File: config.mk
export PLATFORM = sky130hd
export DESIGN_NAME = uart_rx_param
export DESIGN_NICKNAME = d
export VERILOG_FILES = /design/src/rtl/uart_rx_param.sv
export SDC_FILE = /design/constraint.sdc
export NUM_CORES = 1
export LEC_CHECK = 0
export CAP_MARGIN = 20
export CORE_ASPECT_RATIO = 1.1
export CORE_UTILIZATION = 33
export CTS_BUF_LIST = sky130_fd_sc_hd__clkbuf_8
export CTS_CLUSTER_DIAMETER = 200
export DETAILED_ROUTE_END_ITERATION = 7
export PLACE_DENSITY = 0.53
export SYNTH_ARGS = -nofsm -noshare
export SYNTH_HDL_FRONTEND = slang
export SYNTH_SLANG_ARGS = --single-unit
File: constraint.sdc
create_clock -name Sample_Clk -period 4 [get_ports Sample_Clk]
set_input_delay 1.2 -clock Sample_Clk [delete_from_list [all_inputs] [get_ports Sample_Clk]]
set_output_delay 1.2 -clock Sample_Clk [all_outputs]
set_load 0.01 [all_outputs]
File: src/rtl/uart_rx_param.sv
// -----------------------------------------------------------------------------
// uart_rx_param
// Asynchronous serial receiver for the ADC command/config path.
// Frame: start bit, DATA_BITS data bits (LSB first), optional parity bit,
// one stop bit. Bit timing comes from a runtime Divider that is latched at
// start detection.
//
// Optional feature macro: UART_RX_PARITY_EN
//   defined   -> a parity bit follows the data bits; mismatch flags Parity_Err
//   undefined -> no parity bit, Parity_Err is always 0, PARITY_ODD unused
//
// Ports
//   Sample_Clk   in   clock, all logic on rising edge
//   Reset_N      in   synchronous active-low reset
//   Divider      in   Sample_Clk cycles per bit (values below 4 act as 4)
//   Serin        in   asynchronous serial line, idle high
//   Data_Ready   in   consumer accepts Data_Out when high with Data_Valid
//   Data_Out     out  received word
//   Data_Valid   out  Data_Out holds an unconsumed word
//   Parity_Err   out  parity mismatch on the word in Data_Out
//   Frame_Err    out  1-cycle pulse, stop bit sampled low (word discarded)
//   Overrun_Err  out  1-cycle pulse, completed word dropped (consumer stalled)
//   Busy         out  receiver is inside a frame
// -----------------------------------------------------------------------------
module uart_rx_param #(
  parameter int DATA_BITS  = 8,
  parameter int DIV_WIDTH  = 16,
  parameter int PARITY_ODD = 0
) (
  input  logic                 Sample_Clk,
  input  logic                 Reset_N,
  input  logic [DIV_WIDTH-1:0] Divider,
  input  logic                 Serin,
  input  logic                 Data_Ready,
  output logic [DATA_BITS-1:0] Data_Out,
  output logic                 Data_Valid,
  output logic                 Parity_Err,
  output logic                 Frame_Err,
  output logic                 Overrun_Err,
  output logic                 Busy
);

  localparam int                   IDX_W    = (DATA_BITS > 8) ? 4 : 3;
  localparam logic [IDX_W-1:0]     LAST_IDX = IDX_W'(DATA_BITS - 1);
  localparam logic [DIV_WIDTH-1:0] MIN_DIV  = DIV_WIDTH'(4);

  typedef enum logic [2:0] {
    ST_IDLE   = 3'd0,
    ST_START  = 3'd1,
    ST_DATA   = 3'd2,
`ifdef UART_RX_PARITY_EN
    ST_PARITY = 3'd3,
`endif
    ST_STOP   = 3'd4
  } state_t;

  // Expected parity bit for a word: even parity when odd == 0.
  function automatic logic calc_parity(input logic [DATA_BITS-1:0] word,
                                       input logic odd);
    return (^word) ^ odd;
  endfunction

  state_t                 state_q,   state_d;
  logic [DIV_WIDTH-1:0]   cnt_q,     cnt_d;
  logic [DIV_WIDTH-1:0]   div_q,     div_d;
  logic [IDX_W-1:0]       bit_idx_q, bit_idx_d;
  logic [DATA_BITS-1:0]   shift_q,   shift_d;
  logic                   sync1_q,   sync1_d;
  logic                   s_q,       s_d;
  logic                   s_prev_q,  s_prev_d;
  logic                   par_bad_q, par_bad_d;
  logic                   pend_q,    pend_d;
  logic [DATA_BITS-1:0]   data_q,    data_d;
  logic                   valid_q,   valid_d;
  logic                   perr_q,    perr_d;
  logic                   ferr_q,    ferr_d;
  logic                   ovr_q,     ovr_d;
  logic                   busy_q,    busy_d;

`ifndef UART_RX_PARITY_EN
  logic unused_parity_cfg;
  assign unused_parity_cfg = 1'(PARITY_ODD);
`endif

  // Next-state logic: synchroniser, bit-timing FSM and output handshake.
  always_comb begin
    sync1_d   = Serin;
    s_d       = sync1_q;
    s_prev_d  = s_q;
    state_d   = state_q;
    cnt_d     = cnt_q + DIV_WIDTH'(1);
    div_d     = div_q;
    bit_idx_d = bit_idx_q;
    shift_d   = shift_q;
    par_bad_d = par_bad_q;
    pend_d    = 1'b0;
    data_d    = data_q;
    valid_d   = valid_q;
    perr_d    = perr_q;
    ferr_d    = 1'b0;
    ovr_d     = 1'b0;

    case (state_q)
      ST_IDLE: begin
        cnt_d     = {DIV_WIDTH{1'b0}};
        bit_idx_d = {IDX_W{1'b0}};
        if (s_prev_q && !s_q) begin
          state_d = ST_START;
          div_d   = (Divider < MIN_DIV) ? MIN_DIV : Divider;
        end else begin
          state_d = ST_IDLE;
        end
      end
      ST_START: begin
        // Mid start bit: a high line here means the low pulse was a glitch.
        if (cnt_q == (div_q >> 1)) begin
          cnt_d   = {DIV_WIDTH{1'b0}};
          state_d = s_q ? ST_IDLE : ST_DATA;
        end else begin
          state_d = ST_START;
        end
      end
      ST_DATA: begin
        if (cnt_q == div_q - DIV_WIDTH'(1)) begin
          cnt_d     = {DIV_WIDTH{1'b0}};
          shift_d   = {s_q, shift_q[DATA_BITS-1:1]};
          bit_idx_d = bit_idx_q + IDX_W'(1);
          if (bit_idx_q == LAST_IDX) begin
`ifdef UART_RX_PARITY_EN
            state_d = ST_PARITY;
`else
            state_d = ST_STOP;
`endif
          end else begin
            state_d = ST_DATA;
          end
        end else begin
          state_d = ST_DATA;
        end
      end
`ifdef UART_RX_PARITY_EN
      ST_PARITY: begin
        if (cnt_q == div_q - DIV_WIDTH'(1)) begin
          cnt_d     = {DIV_WIDTH{1'b0}};
          par_bad_d = (s_q != calc_parity(shift_q, 1'(PARITY_ODD)));
          state_d   = ST_STOP;
        end else begin
          state_d = ST_PARITY;
        end
      end
`endif
      ST_STOP: begin
        // Leave at mid stop bit so a following start edge is not missed.
        if (cnt_q == div_q - DIV_WIDTH'(1)) begin
          cnt_d   = {DIV_WIDTH{1'b0}};
          state_d = ST_IDLE;
          if (s_q) begin
            pend_d = 1'b1;
          end else begin
            ferr_d = 1'b1;
          end
        end else begin
          state_d = ST_STOP;
        end
      end
      default: begin
        state_d = ST_IDLE;
        cnt_d   = {DIV_WIDTH{1'b0}};
      end
    endcase

    // shift_q is untouched for at least a bit time after the stop sample,
    // so the pending word is read straight from it.
    if (pend_q) begin
      if (valid_q && !Data_Ready) begin
        ovr_d = 1'b1;
      end else begin
        data_d  = shift_q;
        perr_d  = par_bad_q;
        valid_d = 1'b1;
      end
    end else if (valid_q && Data_Ready) begin
      valid_d = 1'b0;
    end else begin
      valid_d = valid_q;
    end

    busy_d = (state_d != ST_IDLE);
  end

  // State and output registers with synchronous active-low reset.
  always_ff @(posedge Sample_Clk) begin
    if (!Reset_N) begin
      state_q   <= ST_IDLE;
      cnt_q     <= {DIV_WIDTH{1'b0}};
      div_q     <= {DIV_WIDTH{1'b0}};
      bit_idx_q <= {IDX_W{1'b0}};
      shift_q   <= {DATA_BITS{1'b0}};
      sync1_q   <= 1'b1;
      s_q       <= 1'b1;
      s_prev_q  <= 1'b1;
      par_bad_q <= 1'b0;
      pend_q    <= 1'b0;
      data_q    <= {DATA_BITS{1'b0}};
      valid_q   <= 1'b0;
      perr_q    <= 1'b0;
      ferr_q    <= 1'b0;
      ovr_q     <= 1'b0;
      busy_q    <= 1'b0;
    end else begin
      state_q   <= state_d;
      cnt_q     <= cnt_d;
      div_q     <= div_d;
      bit_idx_q <= bit_idx_d;
      shift_q   <= shift_d;
      sync1_q   <= sync1_d;
      s_q       <= s_d;
      s_prev_q  <= s_prev_d;
      par_bad_q <= par_bad_d;
      pend_q    <= pend_d;
      data_q    <= data_d;
      valid_q   <= valid_d;
      perr_q    <= perr_d;
      ferr_q    <= ferr_d;
      ovr_q     <= ovr_d;
      busy_q    <= busy_d;
    end
  end

  assign Data_Out    = data_q;
  assign Data_Valid  = valid_q;
  assign Parity_Err  = perr_q;
  assign Frame_Err   = ferr_q;
  assign Overrun_Err = ovr_q;
  assign Busy        = busy_q;

endmodule

==> run_results.csv <==
group,metric,value,unit
setup_path,worst_ep_required_time,4.19,ns
grt,antenna_found_initial,0,
yosys,yosysSeqAreaShare,38.29,%
finish,nNetsFinal,412,
pwr,leakage,0.001566,uW
timing,setup_violations,0,
finish,syn2layout_area_growth,18.41,%
yosys,synth_area,3242,um2
pwr,vdd_drop_max,227.8,uV
clock_tree,numCtsBuffers,9,
clock_tree,post_cts_resized,0,
floorplanning,dieArea,10220,um2
timing,fin_ws,0.6515,ns
grt,track_usage,15.52,%
clock_tree,postCtsHoldBufs,0,
yosys,yosys_warnings,0,
clock_tree,cts_tree,"built",
yosys,synth_top_area_share,38.29,%
timing,period_minus_slack,3.349,ns
floorplanning,rows,37,
setup_path,worst-setup-path-type,"flop to flop",
detailed_routing,ant_nets,0,
clock_tree,cts_max_level,3,
clock_tree,cts-root-buf,"clkbuf_8",
yosys,yosysTopAreaCell,"dfxtp_1",
yosys,synthTopCellsByCount,"dfxtp_1, nand2_1, xor2_1",
detailed_routing,wl,7.175,mm
yosys,synth_edf_count,0,
setup_path,rr_startpoint,"div_q[2]",
timing,grt_setup_unrepaired,"no",
detailed_routing,wl_per_cell,14.07,um
floorplanning,core-area,9444,um2
place,hpwl,5.418,mm
yosys,synth_area_leaders,"dfxtp_1, xor2_1, mux2i_1",
timing,tightest_slew,0.6721,ns
run_status,outcome,"complete, no violations",
yosys,avgSynthCellArea,8.762,um2
detailed_routing,drt-vias-per-instance,5.075,
yosys,synthCells,370,
floorplanning,die_h,106.0,um
detailed_routing,drt_iter0_drc,88,
grt,grt_max_degree,27,
pwr,p_per_area,377.5,nW/um2
timing,setup_tns,0,ns
detailed_routing,dr.pass1.iters,4,
setup_path,crit_path_end_kind,"flop",
finish,antenna_cells,0,
setup_path,crit_arrival,3.54,ns
clock_tree,clock_path_buffers,2,
yosys,async_flop_share,0,%
clock_tree,clk_latency,0.34,ns
floorplanning,initial_core_util,34.33,%
detailed_routing,vias,2588,
yosys,synth-seq-cells,62,
yosys,synth_cell_types,52,
flow_run,max_cap_violations,0,
timing,hold_viol_final,0,
yosys,yosysMostFrequentCell,"dfxtp_1",
floorplanning,fp.dieW,96.50,um
place,portBuffers,31,
worst_hold_path,min_from,"s_d",
place,gp_congestion,0.8368,
grt,grt-ovfl-total,0,
grt,grt_pass1_vias,2539,
setup_path,start_kind,"flop",
place,dp_slack,0.6685,ns
timing,timing.final.crit_share,83.71,%
clock_tree,post-cts-setup-buffers,0,
setup_path,crit_start,"div_q[2]",
clock_tree,path_clk_slew,0.07,ns
timing,final.setup_skew,0.008735,ns
yosys,ys.flop_type,"dfxtp_1",
grt,grt_pass1_wl,12.12,mm
detailed_routing,drc,0,
yosys,syn_nets,394,
worst_hold_path,hold_path_class,"flop to flop",
setup_path,path_max_fanout,16,
finish,drive_above_1_share,7.888,%
timing,fmax,298.6,MHz
timing,finalMaxSlewViolations,0,
clock_tree,clkSinkCount,62,
timing,relSlewSlack,55.19,%
floorplanning,num_io_pins,33,
-- registers in the layout, indices dropped and copies added, names as in the netlist --
| register | count |
|---|---|
| cnt_q | 16 |
| div_q | 16 |
| Data_Out | 8 |
| shift_q | 8 |
| bit_idx_q | 3 |
| state_q | 3 |
| Busy | 1 |
| Data_Valid | 1 |
| Frame_Err | 1 |
| Overrun_Err | 1 |
| pend_q | 1 |
| s_d | 1 |
| s_prev_d | 1 |
| s_prev_q | 1 |
-- power breakdown --
part           switching (uW)  internal, uW
Sequential               13.7           625
Combinational            71.9          65.2
Clock                     256           417
Total                     342          1110
-- cell type report --
class,instances,area (um2)
Sequential cell,62,1241
Clock buffer,9,123.9
Tap cell,117,146.4
Fill cell,971,5605
Inverter,4,15.01
Clock inverter,7,121.4
Timing Repair Buffer,34,332.8
Multi-Input combinational cell,277,1858
-- stage by stage --
| step | utilization, % | hold WS (ns) | total power [uW] | instance area, um2 | cells |
|---|---|---|---|---|---|
| floorplan | - | 0.3863 | 745.5 | 3242 | 370 |
| global placement | 38.05 | 0.3893 | 790.6 | 3593 | 494 |
| detailed placement | 38.05 | 0.3956 | 791.0 | 3593 | 494 |
| CTS | 40.65 | 0.4129 | 1464 | 3839 | 510 |
| global route | 40.65 | 0.4394 | 1511 | 3839 | 510 |
| finish | 40.65 | 0.4098 | 1449 | 3839 | 510 |
-- worst paths after layout --
path | end | slack (ns) | depth (start not counted)
min reg2reg | s_prev_d | 0.41 | 1
min | s_prev_d | 0.41 | 1
max reg2reg | cnt_q[1] | 0.65 | 7
max | cnt_q[1] | 0.65 | 7
-- critical path, cell delays in order, from the launching register on --
cell and delay, ns:
dfxtp_1 0.39, nor4_2 0.64, nand3_1 0.26, or4_4 0.49, a2111oi_4 0.49, a41oi_1 0.20, o21ai_2 0.55, a21boi_0 0.19
-- cells in the final DEF, fill, tap and decap left out, drive strengths merged, types with 4 or more instances in the layout --
cell type | Yosys | layout
a211o | 4 | 4
ha | 4 | 4
inv | 4 | 5
clkbuf | 17 | 9
nand2b | 10 | 10
nor3 | 9 | 9
o21ai | 8 | 8
mux2i | 19 | 19
and3 | 6 | 6
a21boi | 14 | 14
nand2 | 48 | 48
nor2 | 11 | 11
nor2b | 13 | 13
nand3 | 18 | 18
dfxtp | 62 | 62
xnor2 | 14 | 14
clkdlybuf4s50 | 0 | 31
xor2 | 33 | 33
a21oi | 20 | 20
nor4 | 9 | 9
-- cell families after synthesis --
kind of cell	count (synthesis)	synth area share, %
buffers and inverters	31	4.400
xor gates and xnor gates	47	12.70
and+or+nand+nor	142	23.35
AOI/OAI and AO/OA	64	13.74
muxes	19	5.866
DFF	62	38.29
adders and majority gates	4	1.544
other	1	0.1157
-- routing by layer --
layer | vias to the layer above | share of wire (%) | track usage (%)
met3 | 20 | 4.2 | 4.578
li1 | 1314 | - | -
met1 | 1202 | 46 | 19.90
met4 | 0 | 2.8 | 6.513
met2 | 52 | 47 | 23.99
met5 | - | 0 | 0
No activity file was read; power rests on OpenSTA's default activity.
